**src/rtl/nasti_addr_fifo.sv**
```systemverilog
// NASTI address-channel (AW/AR) FIFO: DEPTH-entry circular buffer with wrap-bit pointers.
// Optional macro NASTI_ADDR_FIFO_CROSS4K_EN tags INCR bursts that cross a 4 KiB boundary.
module nasti_addr_fifo #(
    parameter int ID_WIDTH   = 16,
    parameter int ADDR_WIDTH = 64,
    parameter int USER_WIDTH = 8,
    parameter int DEPTH      = 4,
    parameter int CNT_WIDTH  = $clog2(DEPTH) + 1
) (
    input  logic                  clk,
    input  logic                  rstn,
    input  logic [ID_WIDTH-1:0]   s_id,
    input  logic [ADDR_WIDTH-1:0] s_addr,
    input  logic [7:0]            s_len,
    input  logic [2:0]            s_size,
    input  logic [1:0]            s_burst,
    input  logic [3:0]            s_cache,
    input  logic [2:0]            s_prot,
    input  logic [3:0]            s_qos,
    input  logic [3:0]            s_region,
    input  logic [USER_WIDTH-1:0] s_user,
    input  logic                  s_valid,
    output logic                  s_ready,
    output logic [ID_WIDTH-1:0]   m_id,
    output logic [ADDR_WIDTH-1:0] m_addr,
    output logic [7:0]            m_len,
    output logic [2:0]            m_size,
    output logic [1:0]            m_burst,
    output logic [3:0]            m_cache,
    output logic [2:0]            m_prot,
    output logic [3:0]            m_qos,
    output logic [3:0]            m_region,
    output logic [USER_WIDTH-1:0] m_user,
    output logic                  m_valid,
    input  logic                  m_ready,
    output logic [CNT_WIDTH-1:0]  count,
    output logic                  m_cross4k
);

    localparam int IDX_W = CNT_WIDTH - 1;

    typedef struct packed {
        logic [ID_WIDTH-1:0]   id;
        logic [ADDR_WIDTH-1:0] addr;
        logic [7:0]            len;
        logic [2:0]            size;
        logic [1:0]            burst;
        logic [3:0]            cache;
        logic [2:0]            prot;
        logic [3:0]            qos;
        logic [3:0]            region;
        logic [USER_WIDTH-1:0] user;
`ifdef NASTI_ADDR_FIFO_CROSS4K_EN
        logic                  cross4k;
`endif
    } entry_t;

`ifdef NASTI_ADDR_FIFO_CROSS4K_EN
    // Last byte address is truncated to ADDR_WIDTH, so a wrap past the top also counts as a crossing.
    function automatic logic crosses_4k(input logic [ADDR_WIDTH-1:0] addr,
                                        input logic [7:0]            len,
                                        input logic [2:0]            size,
                                        input logic [1:0]            burst);
        logic [ADDR_WIDTH-1:0] last;
        last = addr + ({{(ADDR_WIDTH-8){1'b0}}, len} << size);
        return (burst == 2'b01) && (addr[ADDR_WIDTH-1:12] != last[ADDR_WIDTH-1:12]);
    endfunction
`endif

    entry_t                mem_q [DEPTH];
    entry_t                wr_entry_s;
    entry_t                head_s;
    logic [CNT_WIDTH-1:0]  wr_ptr_q, wr_ptr_d;
    logic [CNT_WIDTH-1:0]  rd_ptr_q, rd_ptr_d;
    logic [CNT_WIDTH-1:0]  count_q, count_d;
    logic                  rstn_q;
    logic                  full_s, empty_s, push_s, pop_s;

    assign full_s  = (wr_ptr_q[IDX_W-1:0] == rd_ptr_q[IDX_W-1:0]) &&
                     (wr_ptr_q[IDX_W] != rd_ptr_q[IDX_W]);
    assign empty_s = (wr_ptr_q == rd_ptr_q);
    assign push_s  = s_valid & s_ready;
    assign pop_s   = m_valid & m_ready;

    // s_ready is a function of state only, so no path exists from m_ready.
    assign s_ready = rstn_q & ~full_s;
    assign m_valid = ~empty_s;
    assign count   = count_q;

    assign head_s   = mem_q[rd_ptr_q[IDX_W-1:0]];
    assign m_id     = head_s.id;
    assign m_addr   = head_s.addr;
    assign m_len    = head_s.len;
    assign m_size   = head_s.size;
    assign m_burst  = head_s.burst;
    assign m_cache  = head_s.cache;
    assign m_prot   = head_s.prot;
    assign m_qos    = head_s.qos;
    assign m_region = head_s.region;
    assign m_user   = head_s.user;
`ifdef NASTI_ADDR_FIFO_CROSS4K_EN
    assign m_cross4k = ~empty_s & head_s.cross4k;
`else
    assign m_cross4k = 1'b0;
`endif

    // Pack the upstream request into one storage word.
    always_comb begin
        wr_entry_s        = '0;
        wr_entry_s.id     = s_id;
        wr_entry_s.addr   = s_addr;
        wr_entry_s.len    = s_len;
        wr_entry_s.size   = s_size;
        wr_entry_s.burst  = s_burst;
        wr_entry_s.cache  = s_cache;
        wr_entry_s.prot   = s_prot;
        wr_entry_s.qos    = s_qos;
        wr_entry_s.region = s_region;
        wr_entry_s.user   = s_user;
`ifdef NASTI_ADDR_FIFO_CROSS4K_EN
        wr_entry_s.cross4k = crosses_4k(s_addr, s_len, s_size, s_burst);
`endif
    end

    // Pointer and occupancy next-state.
    always_comb begin
        wr_ptr_d = wr_ptr_q;
        rd_ptr_d = rd_ptr_q;
        count_d  = count_q;
        if (push_s) begin
            wr_ptr_d = wr_ptr_q + CNT_WIDTH'(1);
        end else begin
            wr_ptr_d = wr_ptr_q;
        end
        if (pop_s) begin
            rd_ptr_d = rd_ptr_q + CNT_WIDTH'(1);
        end else begin
            rd_ptr_d = rd_ptr_q;
        end
        case ({push_s, pop_s})
            2'b10:   count_d = count_q + CNT_WIDTH'(1);
            2'b01:   count_d = count_q - CNT_WIDTH'(1);
            default: count_d = count_q;
        endcase
    end

    // Control state; reset empties the FIFO asynchronously.
    always_ff @(posedge clk or negedge rstn) begin
        if (!rstn) begin
            rstn_q   <= 1'b0;
            wr_ptr_q <= '0;
            rd_ptr_q <= '0;
            count_q  <= '0;
        end else begin
            rstn_q   <= 1'b1;
            wr_ptr_q <= wr_ptr_d;
            rd_ptr_q <= rd_ptr_d;
            count_q  <= count_d;
        end
    end

    // Entry storage; contents are never read while the FIFO is empty, so no reset.
    always_ff @(posedge clk) begin
        if (push_s) begin
            mem_q[wr_ptr_q[IDX_W-1:0]] <= wr_entry_s;
        end
    end

endmodule

```
**config.mk**
```make
export PLATFORM = sky130hd
export DESIGN_NAME = nasti_addr_fifo
export DESIGN_NICKNAME = d
export VERILOG_FILES = /design/src/rtl/nasti_addr_fifo.sv
export SDC_FILE = /design/constraint.sdc
export NUM_CORES = 1
export LEC_CHECK = 0
export ABC_AREA = 1
export CAP_MARGIN = 20
export CELL_PAD_IN_SITES_DETAIL_PLACEMENT = 1
export CELL_PAD_IN_SITES_GLOBAL_PLACEMENT = 1
export CORE_AREA = 2 2 192 194
export CTS_BUF_LIST = sky130_fd_sc_hd__clkbuf_4
export DETAILED_ROUTE_END_ITERATION = 6
export DIE_AREA = 0 0 194 196
export GPL_TIMING_DRIVEN = 0
export PLACE_DENSITY_LB_ADDON = 0.1
export SETUP_SLACK_MARGIN = 0.05
export SYNTH_ARGS = -nofsm -noshare
export SYNTH_HDL_FRONTEND = slang
export SYNTH_SLANG_ARGS = --single-unit
```
**constraint.sdc**
```tcl
create_clock -name clk -period 9.6 [get_ports clk]
set_input_delay 0.96 -clock clk [delete_from_list [all_inputs] [get_ports clk]]
set_output_delay 0.96 -clock clk [all_outputs]
set_load 0.05 [all_outputs]
```
==> reports/metrics.json, run 1 <==
{
  "run_status": {"value": "finished clean"},
  "start_kind": {"value": "flop"},
  "ys_seq_area_share": {"value": 79.44, "unit": "%"},
  "rsz0062_at_grt": {"value": "false"},
  "power_per_cell_area": {"value": 353.1, "unit": "mW/mm^2"},
  "cell_internal_pwr": {"value": 4537, "unit": "uW"},
  "critPathArrivalTime": {"value": 3.47, "unit": "ns"},
  "clock_latency": {"value": 0.79, "unit": "ns"},
  "grt_overflow_total": {"value": 0},
  "sw_frac_of_total": {"value": 43.51, "unit": "%"},
  "ys_types": {"value": 28},
  "drive_gt1_share": {"value": 15.25, "unit": "%"},
  "hold_fix_buffers_cts": {"value": 0},
  "drtPass1Iterations": {"value": 4},
  "drc_errors": {"value": 0},
  "cts-buffers-inserted": {"value": 117},
  "max_clock_freq": {"value": 225.5, "unit": "MHz"},
  "largest_voltage_drop_on_the_vdd_net": {"value": 0.3199, "unit": "mV"},
  "fin_worst_skew": {"value": 0.02962, "unit": "ns"},
  "gp_congestion": {"value": 0.7355},
  "leak_pwr": {"value": 0.007672, "unit": "uW"},
  "chipWidth": {"value": 194, "unit": "microns"},
  "cts_repair_resize_count": {"value": 0},
  "setup_viol_count_final": {"value": 0},
  "drt-vias-per-instance": {"value": 5.473},
  "pwr-share-comb": {"value": 47.5, "unit": "%"},
  "critPathRequiredTime": {"value": 8.64, "unit": "ns"},
  "crit_type": {"value": "flop to output pin"},
  "yosysWarnings": {"value": 0},
  "timing.slew.headroom": {"value": 45.70, "unit": "%"},
  "crit_path_end_kind": {"value": "output pin"},
  "drt_iter0_markers": {"value": 684},
  "global_route_wire_length_before_repair": {"value": 71060, "unit": "microns"},
  "path_max_fanout": {"value": 10},
  "utilization": {"value": 63.03, "unit": "%"},
  "htreeDepth": {"value": 3},
  "slew_viol_final": {"value": 0},
  "yosys.area.top_type_share": {"value": 78.04, "unit": "%"},
  "final.period_utilization": {"value": 46.18, "unit": "%"},
  "pin_count_of_the_biggest_net_entering_global_routing": {"value": 29},
  "first_global_vias": {"value": 12740},
  "clock_power_share": {"value": 20.4, "unit": "%"},
  "maxCapViolations": {"value": 0},
  "estimated_wirelength_of_the_detail_placed_design": {"value": 29820, "unit": "microns"},
  "cts_num_sinks": {"value": 474},
  "post-cts-setup-buffers": {"value": 0},
  "clk_transition_reported_paths": {"value": 0.07, "unit": "ns"},
  "syn_inst": {"value": 1200},
  "drtAntennaViolNets": {"value": 0},
  "hold_path.class": {"value": "flop to flop"},
  "synth_area_leader_cell": {"value": "edfxtp_1"},
  "syn-cell-area": {"value": 0.01785, "unit": "sq mm"},
  "grt_antenna_before_repair": {"value": 6},
  "groute.usage.overall": {"value": 24.70, "unit": "%"},
  "chipHeight": {"value": 196, "unit": "microns"},
  "area_growth": {"value": 27.38, "unit": "%"},
  "p_switching": {"value": 3494, "unit": "uW"},
  "die_area": {"value": 0.03802, "unit": "sq mm"},
  "row_count": {"value": 70},
  "totalWireLength": {"value": 46860, "unit": "microns"},
  "number_of_hold_violations_in_the_final_report": {"value": 0},
  "min_period": {"value": 4.434, "unit": "ns"},
  "ff_latch_count_synth": {"value": 474},
  "avgSynthCellArea": {"value": 14.88, "unit": "sq um"},
  "worst-slew-pin-transition": {"value": 0.8126, "unit": "ns"},
  "floorplan.io_pins": {"value": 242},
  "design.core.area": {"value": 0.03608, "unit": "sq mm"},
  "synth_top_cells_by_area": {"value": "edfxtp_1 78%, nor2_1 5.0%, o21ai_0 4.9%, o22ai_1 4.1%, o21ai_1 1.6%"},
  "routed-via-count": {"value": 11630},
  "design.final.nets": {"value": 1704},
  "synthesis.nets": {"value": 1327},
  "reg_power_share": {"value": 32.1, "unit": "%"},
  "port-buffer-count": {"value": 240},
  "cell_chosen_for_the_clock_root": {"value": "clkbuf_4"},
  "report.power.total": {"value": 8030, "unit": "uW"},
  "ctsLongestPathBuffers": {"value": 3},
  "start_util": {"value": 49.48, "unit": "%"},
  "tritoncts": {"value": "yes"},
  "wl_per_cell": {"value": 22.05, "unit": "microns"}
}
[kinds of logic (layout without fill, tap and decap cells)]
group                      after synthesis  count (layout)  synth area share [%]
DFF                                    474             474                 79.44
AOI/OAI and AO/OA                      351             351                 10.65
and+or+nand+nor                        270             270                 6.027
buffers and inverters                   92             544                 3.111
adders and majority gates                7               7                0.5326
xor gates and xnor gates                 4               4                0.1963
other                                    2               7               0.04206
[per-stage QoR]
step | TNS, ns | area, sq um | instances | hold WS [ns] | worst slack, ns
floorplan | 0 | 17850 | 1200 | 0.5016 | 3.113
global placement | -677.85 | 20840 | 1908 | 0.4644 | -1.657
detailed placement | 0 | 21280 | 1926 | 0.4990 | 6.005
CTS | 0 | 22730 | 2120 | 0.4413 | 5.117
global route | 0 | 22740 | 2124 | 0.4871 | 4.961
finish | 0 | 22740 | 2125 | 0.5008 | 5.166
[sequential cells by signal, summed over array words and instances, names as in the netlist]
signal and count:
rd_ptr_q 3, wr_ptr_q 3, mem_q 464, rstn_q 1, count 3
[placed cells by master (no fill, tap or decap), types with 3 or more instances in the layout]
cell             instances
buf_12                  12
buf_16                   6
buf_2                   11
buf_6                   21
clkbuf_1                39
clkbuf_4               176
clkdlybuf4s50_1        240
clkinv_1                 8
clkinv_2                 3
dfrtp_1                 10
diode_2                  5
edfxtp_1               464
ha_1                     6
inv_1                   13
inv_2                    4
nand2_1                 23
nand3_1                  3
nand3_4                  3
nand4_1                  3
nor2_1                 232
nor2_4                   4
o21ai_0                176
o21ai_1                 58
o22ai_1                116
[synth_stat cells, drive strengths merged]
library cell,number
fa,1
buf,37
nand4,3
xor2,2
xnor2,2
ha,6
nand3,6
edfxtp,464
clkbuf,40
nand2,25
inv,15
o21ai,234
dfrtp,10
conb,2
nor2,236
o22ai,116
a21oi,1
[worst paths after layout]
path,start,cells after the start,endpoint,slack (ns)
setup reg to reg,rd_ptr_q[0]$_DFFE_PN0P_,11,mem_q[2][21]$_DFFE_PP_,6.80
hold reg to reg,count[2]$_DFFE_PN0P_,1,count[2]$_DFFE_PN0P_,0.50
min in group asynchronous,rstn,1,count[2]$_DFFE_PN0P_,0.52
setup / recovery,rd_ptr_q[1]$_DFFE_PN0P_,6,m_addr[44],5.17
max in group asynchronous,rstn,1,rstn_q$_DFF_PN0_,8.73
hold / removal,count[2]$_DFFE_PN0P_,1,count[2]$_DFFE_PN0P_,0.50
[power groups by stage]
stage	Sequential [uW]	Clock (uW)	Combinational, uW
floorplan	2670	0	2400
global placement	2690	0	3700
detailed placement	2620	0	3820
CTS	2580	1690	3840
global route	2590	1780	4030
finish	2580	1640	3810
[layer usage]
metal / GRT usage [%] / routed length, microns
met3: 5.621 / 3071
met2: 41.95 / 23760
met5: 0 / 15
met4: 10.86 / 1195
met1: 30.49 / 18820
[final cells by class]
class,count,area [sq um]
timing repair buffer,258,2808
sequential,474,14180
tap,468,585.6
multi-input combinational,634,3146
fill,3495,13340
clock buffer,176,1321
antenna,5,12.51
clock inverter,18,131.4
buffer,77,491.7
inverter,15,63.81
[worst max-delay path, stage by stage (launching register included)]
cell and delay, ns:
dfrtp_1 0.42, inv_2 0.24, buf_2 0.33, clkbuf_1 0.43
o21ai_1 0.16, o22ai_1 0.26, clkdlybuf4s50_1 0.86
No activity file was read; power rests on OpenSTA's default activity.
==> run 2, diff against run 1 <==
--- a/config.mk
+++ b/config.mk
@@ -9,10 +9,10 @@
 export CAP_MARGIN = 20
 export CELL_PAD_IN_SITES_DETAIL_PLACEMENT = 1
 export CELL_PAD_IN_SITES_GLOBAL_PLACEMENT = 1
-export CORE_AREA = 2 2 192 194
+export CORE_AREA = 2 2 207 209
 export CTS_BUF_LIST = sky130_fd_sc_hd__clkbuf_4
 export DETAILED_ROUTE_END_ITERATION = 6
-export DIE_AREA = 0 0 194 196
+export DIE_AREA = 0 0 209 211
 export GPL_TIMING_DRIVEN = 0
 export PLACE_DENSITY_LB_ADDON = 0.1
 export SETUP_SLACK_MARGIN = 0.05
==> constraint.sdc (replaced) <==
create_clock -name clk -period 3.8 [get_ports clk]
set_input_delay 0.38 -clock clk [delete_from_list [all_inputs] [get_ports clk]]
set_output_delay 0.38 -clock clk [all_outputs]
set_load 0.05 [all_outputs]
==> reports/metrics.json, run 2 (same netlist as run 1, synthesis figures left out) <==
{
  "run_status": {"value": "finished clean"},
  "totalWireLength": {"value": 47240, "unit": "microns", "change": "+0.81%"},
  "path_max_fanout": {"value": 10, "change": "unchanged"},
  "cell_chosen_for_the_clock_root": {"value": "clkbuf_4"},
  "groute.usage.overall": {"value": 21.70, "unit": "%", "change": "-3.0 points"},
  "multi_input_comb_area": {"value": 0.003146, "unit": "sq mm", "change": "unchanged"},
  "clock_latency": {"value": 0.81, "unit": "ns", "change": "+0.02 ns"},
  "p_switching": {"value": 8810, "unit": "uW", "change": "+150%"},
  "rrSetupSlack": {"value": 1.01, "unit": "ns", "change": "-5.79 ns"},
  "reg2regPathDepth": {"value": 11, "change": "unchanged"},
  "design.final.nets": {"value": 1711, "change": "+0.41%"},
  "chipHeight": {"value": 211, "unit": "microns", "change": "+7.7%"},
  "reg_power_share": {"value": 32.8, "unit": "%", "change": "+0.7 points"},
  "timing.setup.tns": {"value": 0, "unit": "ns", "change": "unchanged"},
  "maxCapViolations": {"value": 0, "change": "unchanged"},
  "die_area": {"value": 0.04410, "unit": "sq mm", "change": "+16%"},
  "largest_voltage_drop_on_the_vdd_net": {"value": 0.5783, "unit": "mV", "change": "+81%"},
  "drc_errors": {"value": 0, "change": "unchanged"},
  "number_of_hold_violations_in_the_final_report": {"value": 0, "change": "unchanged"},
  "cts-buffers-inserted": {"value": 121, "change": "+3.4%"},
  "layout.cells.most_common": {"value": "edfxtp_1"},
  "top_library_cells_by_usage_in_the_layout_fill_and_taps_aside": {"value": "464 x edfxtp_1, 232 x nor2_1, 176 x o21ai_0"},
  "dp_cells": {"value": 1999, "change": "+3.8%"},
  "min_period": {"value": 3.631, "unit": "ns"},
  "power_per_cell_area": {"value": 865.4, "unit": "mW/mm^2", "change": "+150%"},
  "report.power.total": {"value": 19770, "unit": "uW", "change": "+150%"},
  "gp_congestion": {"value": 0.7219, "change": "-1.8%"},
  "clock_power_share": {"value": 20.1, "unit": "%", "change": "-0.3 points"},
  "grt_overflow_total": {"value": 0, "change": "unchanged"},
  "cell_internal_pwr": {"value": 10960, "unit": "uW", "change": "+140%"},
  "final.period_utilization": {"value": 95.55, "unit": "%"},
  "design.core.area": {"value": 0.04176, "unit": "sq mm", "change": "+16%"},
  "start_kind": {"value": "flop"},
  "first_global_vias": {"value": 12430, "change": "-2.5%"},
  "worstReg2RegStart": {"value": "rd_ptr_q[0]$_DFFE_PN0P_"},
  "htreeDepth": {"value": 3, "change": "unchanged"},
  "drive_gt1_share": {"value": 15.14, "unit": "%", "change": "-0.11 points"},
  "cts_num_sinks": {"value": 474, "change": "unchanged"},
  "floorplan.io_pins": {"value": 242, "change": "unchanged"},
  "drtPass1Iterations": {"value": 5, "change": "+1"},
  "hold_end": {"value": "mem_q[0][92]$_DFFE_PP_"},
  "critPathRequiredTime": {"value": 3.42, "unit": "ns", "change": "-5.22 ns"},
  "hold_path.class": {"value": "input port to flop"},
  "sw_frac_of_total": {"value": 44.55, "unit": "%", "change": "+1.0 points"},
  "crit_path_end_kind": {"value": "output pin"},
  "clk_transition_reported_paths": {"value": 0.06, "unit": "ns", "change": "about the same"},
  "worst-slew-pin-transition": {"value": 0.7698, "unit": "ns", "change": "-0.04279 ns"},
  "fin_area": {"value": 0.02285, "unit": "sq mm", "change": "+0.47%"},
  "grt_antenna_before_repair": {"value": 5, "change": "-1"},
  "number_of_non_filler_instances_in_the_completed_layout": {"value": 2213, "change": "+4.1%"},
  "rsz0062_at_grt": {"value": "false"},
  "drtAntennaViolNets": {"value": 0, "change": "unchanged"},
  "fin_worst_skew": {"value": 0.03753, "unit": "ns", "change": "+0.007914 ns"},
  "hold_path_startpoint": {"value": "s_addr[56]"},
  "setup_viol_count_final": {"value": 0, "change": "unchanged"},
  "slew_viol_final": {"value": 0, "change": "unchanged"},
  "ff_latch_area": {"value": 0.01418, "unit": "sq mm", "change": "unchanged"},
  "row_count": {"value": 75, "change": "+7.1%"},
  "pin_count_of_the_biggest_net_entering_global_routing": {"value": 28, "change": "-3.4%"},
  "routed-via-count": {"value": 11520, "change": "-0.93%"},
  "critPathArrivalTime": {"value": 3.25, "unit": "ns", "change": "-0.22 ns"},
  "crit_type": {"value": "flop to output pin"},
  "chipWidth": {"value": 209, "unit": "microns", "change": "+7.7%"},
  "area_after_dpl": {"value": 0.02142, "unit": "sq mm", "change": "+0.68%"},
  "timing.slew.headroom": {"value": 48.56, "unit": "%", "change": "+2.9 points"},
  "estimated_wirelength_of_the_detail_placed_design": {"value": 30100, "unit": "microns", "change": "+0.94%"},
  "largest_register_ff_count": {"value": 464, "change": "unchanged"},
  "area_growth": {"value": 27.97, "unit": "%"},
  "global_route_wire_length_before_repair": {"value": 71470, "unit": "microns", "change": "+0.58%"},
  "tritoncts": {"value": "yes"},
  "drt_iter0_markers": {"value": 603, "change": "-12%"},
  "start_util": {"value": 42.76, "unit": "%", "change": "-6.7 points"},
  "wl_per_cell": {"value": 21.35, "unit": "microns", "change": "-3.2%"},
  "leak_pwr": {"value": 0.007993, "unit": "uW", "change": "+4.2%"},
  "pwr-share-comb": {"value": 47.1, "unit": "%", "change": "-0.4 points"},
  "whs_path_depth": {"value": 1, "change": "unchanged"},
  "max_clock_freq": {"value": 275.4, "unit": "MHz"},
  "r2r_end": {"value": "mem_q[0][84]$_DFFE_PP_"},
  "ctsLongestPathBuffers": {"value": 3, "change": "unchanged"},
  "drt-vias-per-instance": {"value": 5.207, "change": "-4.9%"},
  "fillers": {"value": 4193, "change": "+20%"},
  "port-buffer-count": {"value": 240, "change": "unchanged"}
}
[run 2: worst max-delay path, cell delays in order, from the launching register on]
cell	delay, ns
dfrtp_1	0.40
buf_6	0.18
buf_8	0.17
inv_8	0.10
clkbuf_1	0.40
o21ai_0	0.14
o22ai_1	0.20
clkdlybuf4s50_1	0.84
[run 2: final cells by class]
| cell class | instances | share of cell area [%] |
|---|---|---|
| diodes | 3 | 0.03286 |
| plain buffers | 77 | 2.207 |
| clock buffers | 167 | 5.487 |
| clock inverters | 43 | 0.7338 |
| inverters | 15 | 0.2793 |
| multi-input cells | 634 | 13.77 |
| flip-flops and latches | 474 | 62.07 |
| well taps | 539 | 2.951 |
| repair buffers | 261 | 12.47 |
[run 2: worst max path at each step]
stage                                  startpoint  cells past startpoint                     end
after floorplan           rd_ptr_q[0]$_DFFE_PN0P_                      7   mem_q[0][0]$_DFFE_PP_
after global placement    rd_ptr_q[0]$_DFFE_PN0P_                      8  mem_q[0][96]$_DFFE_PP_
after detailed placement  rd_ptr_q[1]$_DFFE_PN0P_                      6                 m_id[3]
after CTS                 rd_ptr_q[0]$_DFFE_PN0P_                      7              m_addr[17]
after global routing      rd_ptr_q[0]$_DFFE_PN0P_                      7              m_addr[28]
final                     rd_ptr_q[0]$_DFFE_PN0P_                      7                m_len[2]
[run 2: what timing repair did]
action	4_1_cts	5_1_grt
pin swaps	0	0
buffers inserted	0	0
gates resized for setup	68	27
endpoints found under the setup margin	93	27
hold buffers	1	0
hold endpoints to repair	10	0
[run 2: metal layers]
| metal | vias to the layer above | routed length (microns) | GRT usage [%] |
|---|---|---|---|
| met3 | 70 | 2514 | 4.862 |
| met5 | - | 10 | 0 |
| met1 | 5768 | 20280 | 27.84 |
| met4 | 2 | 1099 | 8.498 |
| met2 | 302 | 23340 | 36.13 |
| li1 | 5381 | - | - |
[run 2: power groups by stage]
stage	Sequential (uW)	Clock, uW	Combinational, uW
6_report	6490	3970	9310
5_1_grt	6540	4370	9910
4_1_cts	6500	4110	9470
3_5_place_dp	6610	0	9750
3_3_place_gp	6700	0	9490
2_1_floorplan	6680	0	6070
[run 2: through the flow]
| step | setup WS (ns) | util (%) | hold slack [ns] |
|---|---|---|---|
| finish | 0.1693 | 54.72 | 0.1974 |
| global route | 0.04990 | 54.71 | 0.1282 |
| CTS | 0.05438 | 54.56 | 0.1019 |
| detailed placement | 0.7186 | 51.30 | 0.4712 |
| global placement | -3.542 | 50.16 | 0.4679 |
| floorplan | -0.6748 | - | 0.08441 |
